--- src/rtl/mole_game_pkg.sv ---
// Shared types and widths for the whack-a-mole sequencing controller.
// Also holds the visible-window helper used on every new mole.
package mole_game_pkg;

    localparam int unsigned MS_W    = 16;
    localparam int unsigned MS_WX   = MS_W + 1;
    localparam int unsigned LEVEL_W = 4;
    localparam int unsigned LIVES_W = 2;

    typedef enum logic [2:0] {
        ST_IDLE  = 3'd0,
        ST_READY = 3'd1,
        ST_SHOW  = 3'd2,
        ST_GAP   = 3'd3,
        ST_OVER  = 3'd4
    } state_e;

    // Window shrinks by step per level and saturates at the floor; one spare bit avoids wrap.
    function automatic logic [MS_W-1:0] window_ms(
        input logic [LEVEL_W-1:0] lvl,
        input int unsigned        start_ms,
        input int unsigned        min_ms,
        input int unsigned        step_ms
    );
        logic [MS_WX-1:0] red_s;
        red_s = MS_WX'(lvl) * MS_WX'(step_ms);
        if ((red_s + MS_WX'(min_ms)) >= MS_WX'(start_ms)) begin
            window_ms = MS_W'(min_ms);
        end else begin
            window_ms = MS_W'(MS_WX'(start_ms) - red_s);
        end
    endfunction

endpackage

--- src/rtl/ms_downcounter.sv ---
// Loadable millisecond down-counter; done flags the tick on which the count runs out.
module ms_downcounter
    import mole_game_pkg::*;
(
    input  logic            clk,
    input  logic            rst_n,
    input  logic            load,
    input  logic [MS_W-1:0] load_val,
    input  logic            tick,
    input  logic            en,
    output logic            done
);

    logic [MS_W-1:0] r_count;

    // Load has priority over a coincident tick so a fresh window starts whole.
    always_ff @(posedge clk or negedge rst_n) begin
        if (!rst_n) begin
            r_count <= {MS_W{1'b0}};
        end else if (load) begin
            r_count <= load_val;
        end else if (en && tick && (r_count != {MS_W{1'b0}})) begin
            r_count <= r_count - MS_W'(1);
        end else begin
            r_count <= r_count;
        end
    end

    assign done = en & tick & (r_count <= MS_W'(1));

endmodule

--- src/rtl/mole_game_controller.sv ---
// Whack-a-mole sequencer: picks and times moles, tracks lives and level.
// Optional macro PAUSE_EN adds a level-sensitive pause input.
module mole_game_controller
    import mole_game_pkg::*;
#(
    parameter int unsigned N_MOLES        = 10,
    parameter int unsigned START_MS       = 1000,
    parameter int unsigned MIN_MS         = 250,
    parameter int unsigned STEP_MS        = 100,
    parameter int unsigned HITS_PER_LEVEL = 5,
    parameter int unsigned LIVES          = 3,
    parameter int unsigned GAP_MS         = 200,
    parameter int unsigned READY_MS       = 2000
) (
    input  logic               clk,
    input  logic               rst_n,
`ifdef PAUSE_EN
    input  logic               pause,
`endif
    input  logic               ms_tick,
    input  logic               start,
    input  logic [4:0]         rng_idx,
    input  logic               hit_pulse,
    input  logic               miss_pulse,
    output logic [N_MOLES-1:0] active_onehot,
    output logic [LEVEL_W-1:0] level,
    output logic [LIVES_W-1:0] lives_left,
    output logic               running,
    output logic               game_over,
    output logic               timeout_pulse
);

    state_e             r_state, w_state_nxt;
    logic [N_MOLES-1:0] r_onehot, w_onehot_nxt;
    logic [LEVEL_W-1:0] r_level, w_level_nxt;
    logic [LIVES_W-1:0] r_lives, w_lives_nxt;
    logic [7:0]         r_hits, w_hits_nxt;
    logic [4:0]         r_prev_idx, w_prev_nxt;
    logic               r_timeout, w_timeout_nxt, r_running, r_game_over;
    logic [4:0]         w_raw_idx, w_inc_idx, w_new_idx;
    logic               w_load, w_done, w_in_play, w_paused, w_hit, w_miss;
    logic [MS_W-1:0]    w_load_val;

    assign w_raw_idx = 5'(rng_idx % 5'(N_MOLES));
    assign w_inc_idx = (w_raw_idx == 5'(N_MOLES - 1)) ? 5'd0 : (w_raw_idx + 5'd1);
    assign w_new_idx = (w_raw_idx == r_prev_idx) ? w_inc_idx : w_raw_idx;
    assign w_in_play = (r_state == ST_READY) || (r_state == ST_SHOW) || (r_state == ST_GAP);
`ifdef PAUSE_EN
    assign w_paused  = pause & w_in_play;
`else
    assign w_paused  = 1'b0;
`endif
    assign w_hit     = hit_pulse & ~w_paused;
    assign w_miss    = miss_pulse & ~w_paused;

    ms_downcounter u_ms_cnt (
        .clk      (clk),
        .rst_n    (rst_n),
        .load     (w_load),
        .load_val (w_load_val),
        .tick     (ms_tick),
        .en       (w_in_play & ~w_paused),
        .done     (w_done)
    );

    // Next-state logic; in SHOW a hit outranks a miss, which outranks window expiry.
    always_comb begin
        w_state_nxt   = r_state;
        w_onehot_nxt  = r_onehot;
        w_level_nxt   = r_level;
        w_lives_nxt   = r_lives;
        w_hits_nxt    = r_hits;
        w_prev_nxt    = r_prev_idx;
        w_timeout_nxt = 1'b0;
        w_load        = 1'b0;
        w_load_val    = {MS_W{1'b0}};
        case (r_state)
            ST_IDLE, ST_OVER: begin
                if (start) begin
                    w_state_nxt  = ST_READY;
                    w_onehot_nxt = {N_MOLES{1'b0}};
                    w_level_nxt  = {LEVEL_W{1'b0}};
                    w_lives_nxt  = LIVES_W'(LIVES);
                    w_hits_nxt   = 8'd0;
                    w_load       = 1'b1;
                    w_load_val   = MS_W'(READY_MS);
                end else begin
                    w_state_nxt  = r_state;
                end
            end
            ST_READY, ST_GAP: begin
                if (w_done) begin
                    w_state_nxt  = ST_SHOW;
                    w_onehot_nxt = {{(N_MOLES-1){1'b0}}, 1'b1} << w_new_idx;
                    w_prev_nxt   = w_new_idx;
                    w_load       = 1'b1;
                    w_load_val   = window_ms(r_level, START_MS, MIN_MS, STEP_MS);
                end else begin
                    w_state_nxt  = r_state;
                end
            end
            ST_SHOW: begin
                if (w_hit) begin
                    w_state_nxt  = ST_GAP;
                    w_onehot_nxt = {N_MOLES{1'b0}};
                    w_load       = 1'b1;
                    w_load_val   = MS_W'(GAP_MS);
                    if (r_hits >= 8'(HITS_PER_LEVEL - 1)) begin
                        w_hits_nxt  = 8'd0;
                        w_level_nxt = (r_level == {LEVEL_W{1'b1}}) ? r_level : (r_level + LEVEL_W'(1));
                    end else begin
                        w_hits_nxt  = r_hits + 8'd1;
                    end
                end else if (w_miss || w_done) begin
                    w_timeout_nxt = ~w_miss;
                    w_lives_nxt   = (r_lives == {LIVES_W{1'b0}}) ? r_lives : (r_lives - LIVES_W'(1));
                    if (r_lives <= LIVES_W'(1)) begin
                        w_state_nxt  = ST_OVER;
                        w_onehot_nxt = {N_MOLES{1'b0}};
                    end else if (w_miss) begin
                        w_state_nxt  = ST_SHOW;
                    end else begin
                        w_state_nxt  = ST_GAP;
                        w_onehot_nxt = {N_MOLES{1'b0}};
                        w_load       = 1'b1;
                        w_load_val   = MS_W'(GAP_MS);
                    end
                end else begin
                    w_state_nxt  = ST_SHOW;
                end
            end
            default: begin
                w_state_nxt  = ST_IDLE;
                w_onehot_nxt = {N_MOLES{1'b0}};
            end
        endcase
    end

    always_ff @(posedge clk or negedge rst_n) begin
        if (!rst_n) begin
            r_state     <= ST_IDLE;
            r_onehot    <= {N_MOLES{1'b0}};
            r_level     <= {LEVEL_W{1'b0}};
            r_lives     <= LIVES_W'(LIVES);
            r_hits      <= 8'd0;
            r_prev_idx  <= 5'd0;
            r_timeout   <= 1'b0;
            r_running   <= 1'b0;
            r_game_over <= 1'b0;
        end else begin
            r_state     <= w_state_nxt;
            r_onehot    <= w_onehot_nxt;
            r_level     <= w_level_nxt;
            r_lives     <= w_lives_nxt;
            r_hits      <= w_hits_nxt;
            r_prev_idx  <= w_prev_nxt;
            r_timeout   <= w_timeout_nxt;
            r_running   <= (w_state_nxt == ST_READY) || (w_state_nxt == ST_SHOW) || (w_state_nxt == ST_GAP);
            r_game_over <= (w_state_nxt == ST_OVER);
        end
    end

    assign active_onehot = r_onehot;
    assign level         = r_level;
    assign lives_left    = r_lives;
    assign running       = r_running;
    assign game_over     = r_game_over;
    assign timeout_pulse = r_timeout;

endmodule

--- config.mk ---
export PLATFORM = sky130hd
export DESIGN_NAME = mole_game_controller
export DESIGN_NICKNAME = d
export VERILOG_FILES = /design/src/rtl/mole_game_pkg.sv /design/src/rtl/ms_downcounter.sv /design/src/rtl/mole_game_controller.sv
export SDC_FILE = /design/constraint.sdc
export NUM_CORES = 1
export LEC_CHECK = 0
export ABC_AREA = 1
export CAP_MARGIN = 25
export CELL_PAD_IN_SITES_DETAIL_PLACEMENT = 1
export CELL_PAD_IN_SITES_GLOBAL_PLACEMENT = 1
export CORE_ASPECT_RATIO = 0.8
export CORE_MARGIN = 8
export CORE_UTILIZATION = 40
export CTS_CLUSTER_DIAMETER = 30
export DETAILED_ROUTE_END_ITERATION = 12
export PLACE_DENSITY = 0.86
export SLEW_MARGIN = 20
export SYNTH_ARGS = -nofsm -noshare
export SYNTH_HDL_FRONTEND = slang
export SYNTH_SLANG_ARGS = --single-unit
--- constraint.sdc ---
create_clock -name clk -period 3.2 [get_ports clk]
set_input_delay 0.64 -clock clk [delete_from_list [all_inputs] [get_ports clk]]
set_output_delay 0.64 -clock clk [all_outputs]
set_load 0.02 [all_outputs]
==> flow_summary.toml, run 1 <==
[pwr]
p_sw_mw = 0.943
combPwrFrac_pct = 39.9
ir_drop_v = 0.000265
netSwitchingFraction_pct = 40.3
p_int_mw = 1.40
p_leak_nw = 2.33
seq_power_share_pct = 36.4
pwr-share-clk_pct = 23.7
powerDensity_nw_per_um2 = 514

[floorplanning]
die_area_um2 = 13000
fp-row-count = 32
ios = 30
die_height_um = 103
fp.dieW_um = 125
start_util_pct = 40.5
core_um2 = 9450

[placed_design]
dpl-instance-area_um2 = 4340
gpl.final_weighted_congestion = 0.862
port_buffers = 29
hpwl_um = 8740

[routing]
wl_per_cell_um = 15.3
vias_per_cell = 5.26
dr.pass1.iters = 4
via_count = 3724
drc = 0
drt_iter0_markers = 128
wl_um = 10900
postRouteAntennaNets = 0

[synth]
synth-async-reset-ratio_pct = 100
synth_cell_type_count = 39
ys.flop_type = "dfrtp_1"
synth_cells = 539
avgSynthCellArea_um2 = 7.09
synth_edf_count = 0
yosysWarnings = 0
ys_ff_latch = 51
syn-cell-area_um2 = 3820
ys_seq_area_share_pct = 33.5
syn_nets = 574

[layout]
final_cell_area_um2 = 4560
multi_input_area_um2 = 2260
final_common_cell = "nand2_1"
area_growth_pct = 19.2
layout.nets = 623
fillCellCount = 1226
antenna_cells = 0
seq_area_um2 = 1280
drive_gt1_share_pct = 10.7
mostFrequentLayoutCells = "nand2_1 (130), inv_1 (75), nor2_1 (67)"

[cts]
cts-root-buf = "clkbuf_16"
htree_levels = 2
cts_num_sinks = 51
numCtsBuffers = 5
cts.clk_slew.worst_paths_ps = 70
cts_hold_buf = 0
clk_latency_ps = 300
clockBufferDepth = 2
cts_tree = "yes"

[worst_setup_path]
crit_required_ps = 3440
cp.arrival_ps = 3280
crit_type = "in2reg"
rrSetupSlack_ps = 410
critPathLaunchType = "input pin"
r2r-start = "level[2]"
r2r.worst_path.cells = 16
reg2reg_to = "u_ms_cnt.r_count[3]"
worst-path-max-fanout = 6
worstSetupEndpointType = "flip-flop"

[global_routing]
grt_pass1_vias = 4001
grt.overflow.total = 0
grt_start_max_net_pins = 41
antenna_found_initial = 0
grt_pass1_wl_um = 18700
grt_usage_pct = 17.6

[timing]
fin_crit_ps = 3040
fmax_mhz = 329
slew_headroom_pct = 51.4
fin_skew_ps = 7.69
period_share_pct = 94.9
rsz0062_at_grt = "true"
finalSetupViolCount = 0
report.final.slew_viol_count = 0
tns_ps = 0
worst_pin_slew_ps = 722
final_hold_viol_count = 0

[worst_hold_path]
min_path_type = "in2async"

[run]
drv_cap = 0

[status]
status = "finished clean"
-- layer usage --
metal | vias up | global-route usage (%) | share of wire (%) | routed length (um)
li1 | 1843 | - | - | -
met1 | 1813 | 21.0 | 46 | 5000
met2 | 55 | 32.4 | 49 | 5350
met3 | 13 | 3.53 | 3.6 | 389
met5 | - | 0 | 0 | 0
met4 | 0 | 4.29 | 1.0 | 111
-- power by group through the flow --
stage | logic (mW) | clock network, mW | registers (mW)
after floorplan | 0.655 | 0 | 0.854
after detailed placement | 0.928 | 0 | 0.860
after global placement | 0.871 | 0 | 0.854
after global routing | 1.08 | 0.585 | 0.867
final | 0.935 | 0.555 | 0.852
after CTS | 0.934 | 0.571 | 0.849
-- stage by stage --
stage	instances	power [mW]	hold slack, ps	setup WS [ps]	utilization (%)
floorplan	539	1.51	344	511	-
global placement	697	1.72	465	43.2	45.9
detailed placement	697	1.79	473	-243	45.9
CTS	705	2.35	492	47.0	47.5
global route	708	2.53	276	-39.7	48.2
finish	708	2.34	251	162	48.2
-- critical path: stages --
cell and delay, ps:
clkdlybuf4s50_1 460, inv_1 110, nand2_1 70, nand2_1 120, inv_2 60, ha_4 170, nand3_4 110, nand3_4 110
nand2_1 120, nand2_2 70, inv_1 100, ha_1 160, nand2_1 70, inv_1 50, nand3_1 60, nor2_1 130
nor2_1 80, o21ai_2 220, nand3_1 150, inv_1 90, nand2_1 60, nand2_1 60
-- synthesized netlist by cell type, types with 6 or more instances --
cell     count  area (um^2)
xor2_1      13          114
o22ai_1      6         37.5
xnor2_1      9         78.8
a21oi_1      8         40.0
nand4_1     13         81.3
nand2_2      7         43.8
ha_1        24          300
nand3_1     52          260
nor3_1       7         35.0
nand2_1    131          492
inv_1       76          285
dfrtp_1     49         1230
o21ai_0     27          135
nor2_1      68          255
-- sequential cells by signal (all words and copies together) (netlist names) --
register,cells
game_over,1
timeout_pulse,1
r_hits,8
r_prev_idx,5
lives_left,2
level,4
u_ms_cnt.r_count,16
active_onehot,10
r_state,3
running,1
-- cell families after synthesis --
kind of cell               share of synthesized area [%]
adders and majority gates                           7.86
buffers and inverters                               8.18
AOI/OAI and AO/OA                                   9.59
and+or+nand+nor                                     35.9
xor gates and xnor gates                            5.04
DFF                                                 33.5
-- timing repair --
| item | in CTS | in global routing |
|---|---|---|
| endpoints found under the setup margin | 0 | 23 |
| hold endpoints to repair | 0 | 0 |
| setup buffers | 0 | 2 |
| resized for setup | 0 | 9 |
-- final cells by class --
type                            instances  share of cell area [%]
Multi-Input combinational cell        406                    49.6
Clock buffer                            5                    2.74
Timing Repair Buffer                   46                    9.39
Tap cell                              119                    3.27
Clock inverter                          3                   0.494
Sequential cell                        51                    28.1
Inverter                               78                    6.42
-- how the worst max path moves through the flow --
stage / startpoint / endpoint / slack [ps] / cells after the start
2_1_floorplan: level[2] / u_ms_cnt.r_count[4] / 510 / 17
3_3_place_gp: rng_idx[4] / active_onehot[8] / 40 / 19
3_5_place_dp: rng_idx[4] / active_onehot[8] / -240 / 19
4_1_cts: rng_idx[4] / active_onehot[0] / 50 / 21
5_1_grt: rng_idx[4] / active_onehot[1] / -40 / 22
6_report: rng_idx[4] / active_onehot[0] / 160 / 22
(Power assumes the default switching activity.)
==> run 2, diff against run 1 <==
Settings changed: GPL_ROUTABILITY_DRIVEN from default to 0, REMOVE_ABC_BUFFERS from default to 1.
==> run 2 against run 1 <==
Net effect:
- count of clock-buffer cells in the layout rose by 1
- non-clock buffer count did not move
- largest power group unchanged
- hold slack improved by 110 ps
- power rose by 5.2%
- sequential power barely moved
- register-to-register slack got worse by 100 ps
- first-iteration DRC count rose by 27%
- critical path depth fell by 1
- clock power rose by 16%
- via count barely moved
==> flow_summary.toml, run 2 (synthesized netlist as in run 1, its figures left out) <==
[status]
status = "finished clean"

[timing]
worst_pin_slew_ps = 660
final_hold_viol_count = 0
fin_skew_ps = 3.14
period_share_pct = 93.1
tns_ps = 0
hold_ws_ps = 365
finalSetupViolCount = 0
fin_crit_ps = 2980
rsz0062_at_grt = "false"
slew_headroom_pct = 56.0
fmax_mhz = 336
report.final.slew_viol_count = 0

[global_routing]
grt_start_max_net_pins = 51
grt_pass1_vias = 4034
grt_pass1_wl_um = 18900
grt_usage_pct = 17.8
antenna_found_initial = 0
grt.overflow.total = 0

[floorplanning]
die_area_um2 = 13000
core_um2 = 9450
start_util_pct = 40.5
fp.dieW_um = 125
fp-row-count = 32
ios = 30
die_height_um = 103

[placed_design]
dp.cells = 698
port_buffers = 29
hpwl_um = 8800

[pwr]
powerDensity_nw_per_um2 = 535
power.total_mw = 2.46
ir_drop_v = 0.000294
p_leak_nw = 2.35

[worst_setup_path]
rrSetupSlack_ps = 310
critPathLaunchType = "input pin"
crit_required_ps = 3440
crit_path_start = "rng_idx[3]"
crit_type = "in2reg"
slowest_stage = "clkdlybuf4s50_1"
worst-path-max-fanout = 6
r2r-start = "level[1]"
cpPeakStageDelay_ps = 490
worstPathCellList = "clkdlybuf4s50_1, nand3_2, nand2_1, inv_1, ha_4, nand3_4, nand3_4, nand2_2, nand2_2, inv_2, ha_2, nand2_1, inv_1, nand3_1, nor2_2, nor2_1, o21ai_2, nand3_1, inv_1, nand2_1, nand2_1"
r2r.worst_path.cells = 17
cp.arrival_ps = 3220
reg2reg_to = "u_ms_cnt.r_count[11]"
crit_end = "active_onehot[1]"
worstSetupEndpointType = "flip-flop"
crit_top_cell = "nand2_1"

[layout]
layout.nets = 623
stdcell_count = 708
drive_gt1_share_pct = 11.5
largest_register_ffs = 16
fin_util_pct = 48.8
top_register = "u_ms_cnt.r_count"
mostFrequentLayoutCells = "nand2_1 (129), inv_1 (74), nor2_1 (66)"
final_common_cell = "nand2_1"
fillCellCount = 1240
antenna_cells = 0
area_growth_pct = 20.5

[routing]
wl_per_cell_um = 15.4
vias_per_cell = 5.26
postRouteAntennaNets = 0
drc = 0
via_count = 3723
wl_um = 10900
drt_iter0_markers = 162
dr.pass1.iters = 4

[cts]
cts-root-buf = "clkbuf_16"
cts_tree = "yes"
numCtsBuffers = 5
cts_num_sinks = 51
clockBufferDepth = 2
htree_levels = 2
cts.clk_slew.worst_paths_ps = 70
cts_hold_buf = 0
clk_latency_ps = 300

[worst_hold_path]
min_path_type = "in2async"

[run]
drv_cap = 0
## run 2: layout make-up
class	count	area (um^2)	area share, %
inverters	78	293	6.36
well taps	119	149	3.23
multi-input cells	406	2290	49.6
clock inverters	2	38.8	0.842
repair buffers	46	420	9.13
flip-flops and latches	51	1280	27.8
clock buffers	6	139	3.01
## run 2: worst min path at each step
stage | end | slack [ps]
finish | r_hits[4] | 370
global placement | active_onehot[5] | 460
global route | r_hits[4] | 410
CTS | r_hits[4] | 400
detailed placement | active_onehot[0] | 470
floorplan | active_onehot[0] | 340
## run 2: critical path, delay by kind of cell
family | cells | cell delay [ps]
and+or+nand+nor | 13 | 1190
buffers and inverters | 5 | 780
adders and majority gates | 2 | 330
AOI/OAI and AO/OA | 1 | 250
## run 2: routing by layer
| metal | track usage (%) | vias to the layer above | routed length (um) |
|---|---|---|---|
| li1 | - | 1842 | - |
| met4 | 4.85 | 0 | 119 |
| met5 | 0 | - | 0 |
| met3 | 3.13 | 12 | 349 |
| met1 | 21.5 | 1823 | 5150 |
| met2 | 32.5 | 46 | 5280 |
## run 2: through the flow
step / setup WS (ps) / area [um^2]
after global placement: 42.1 / 4350
final: 221 / 4610
after floorplan: 511 / 3800
after detailed placement: -282 / 4350
after CTS: 5.46 / 4530
after global routing: 1.52 / 4610
## run 2: timing repair
action | CTS | global route
resized for setup | 0 | 16
setup endpoints to repair | 0 | 27
setup buffers | 0 | 2
## run 2: where the power goes
group	switching [mW]	internal, mW	leakage (nW)
sequential	0.107	0.745	0.633
clock	0.253	0.394	0.0875
combinational	0.600	0.366	1.63
total	0.960	1.50	2.35
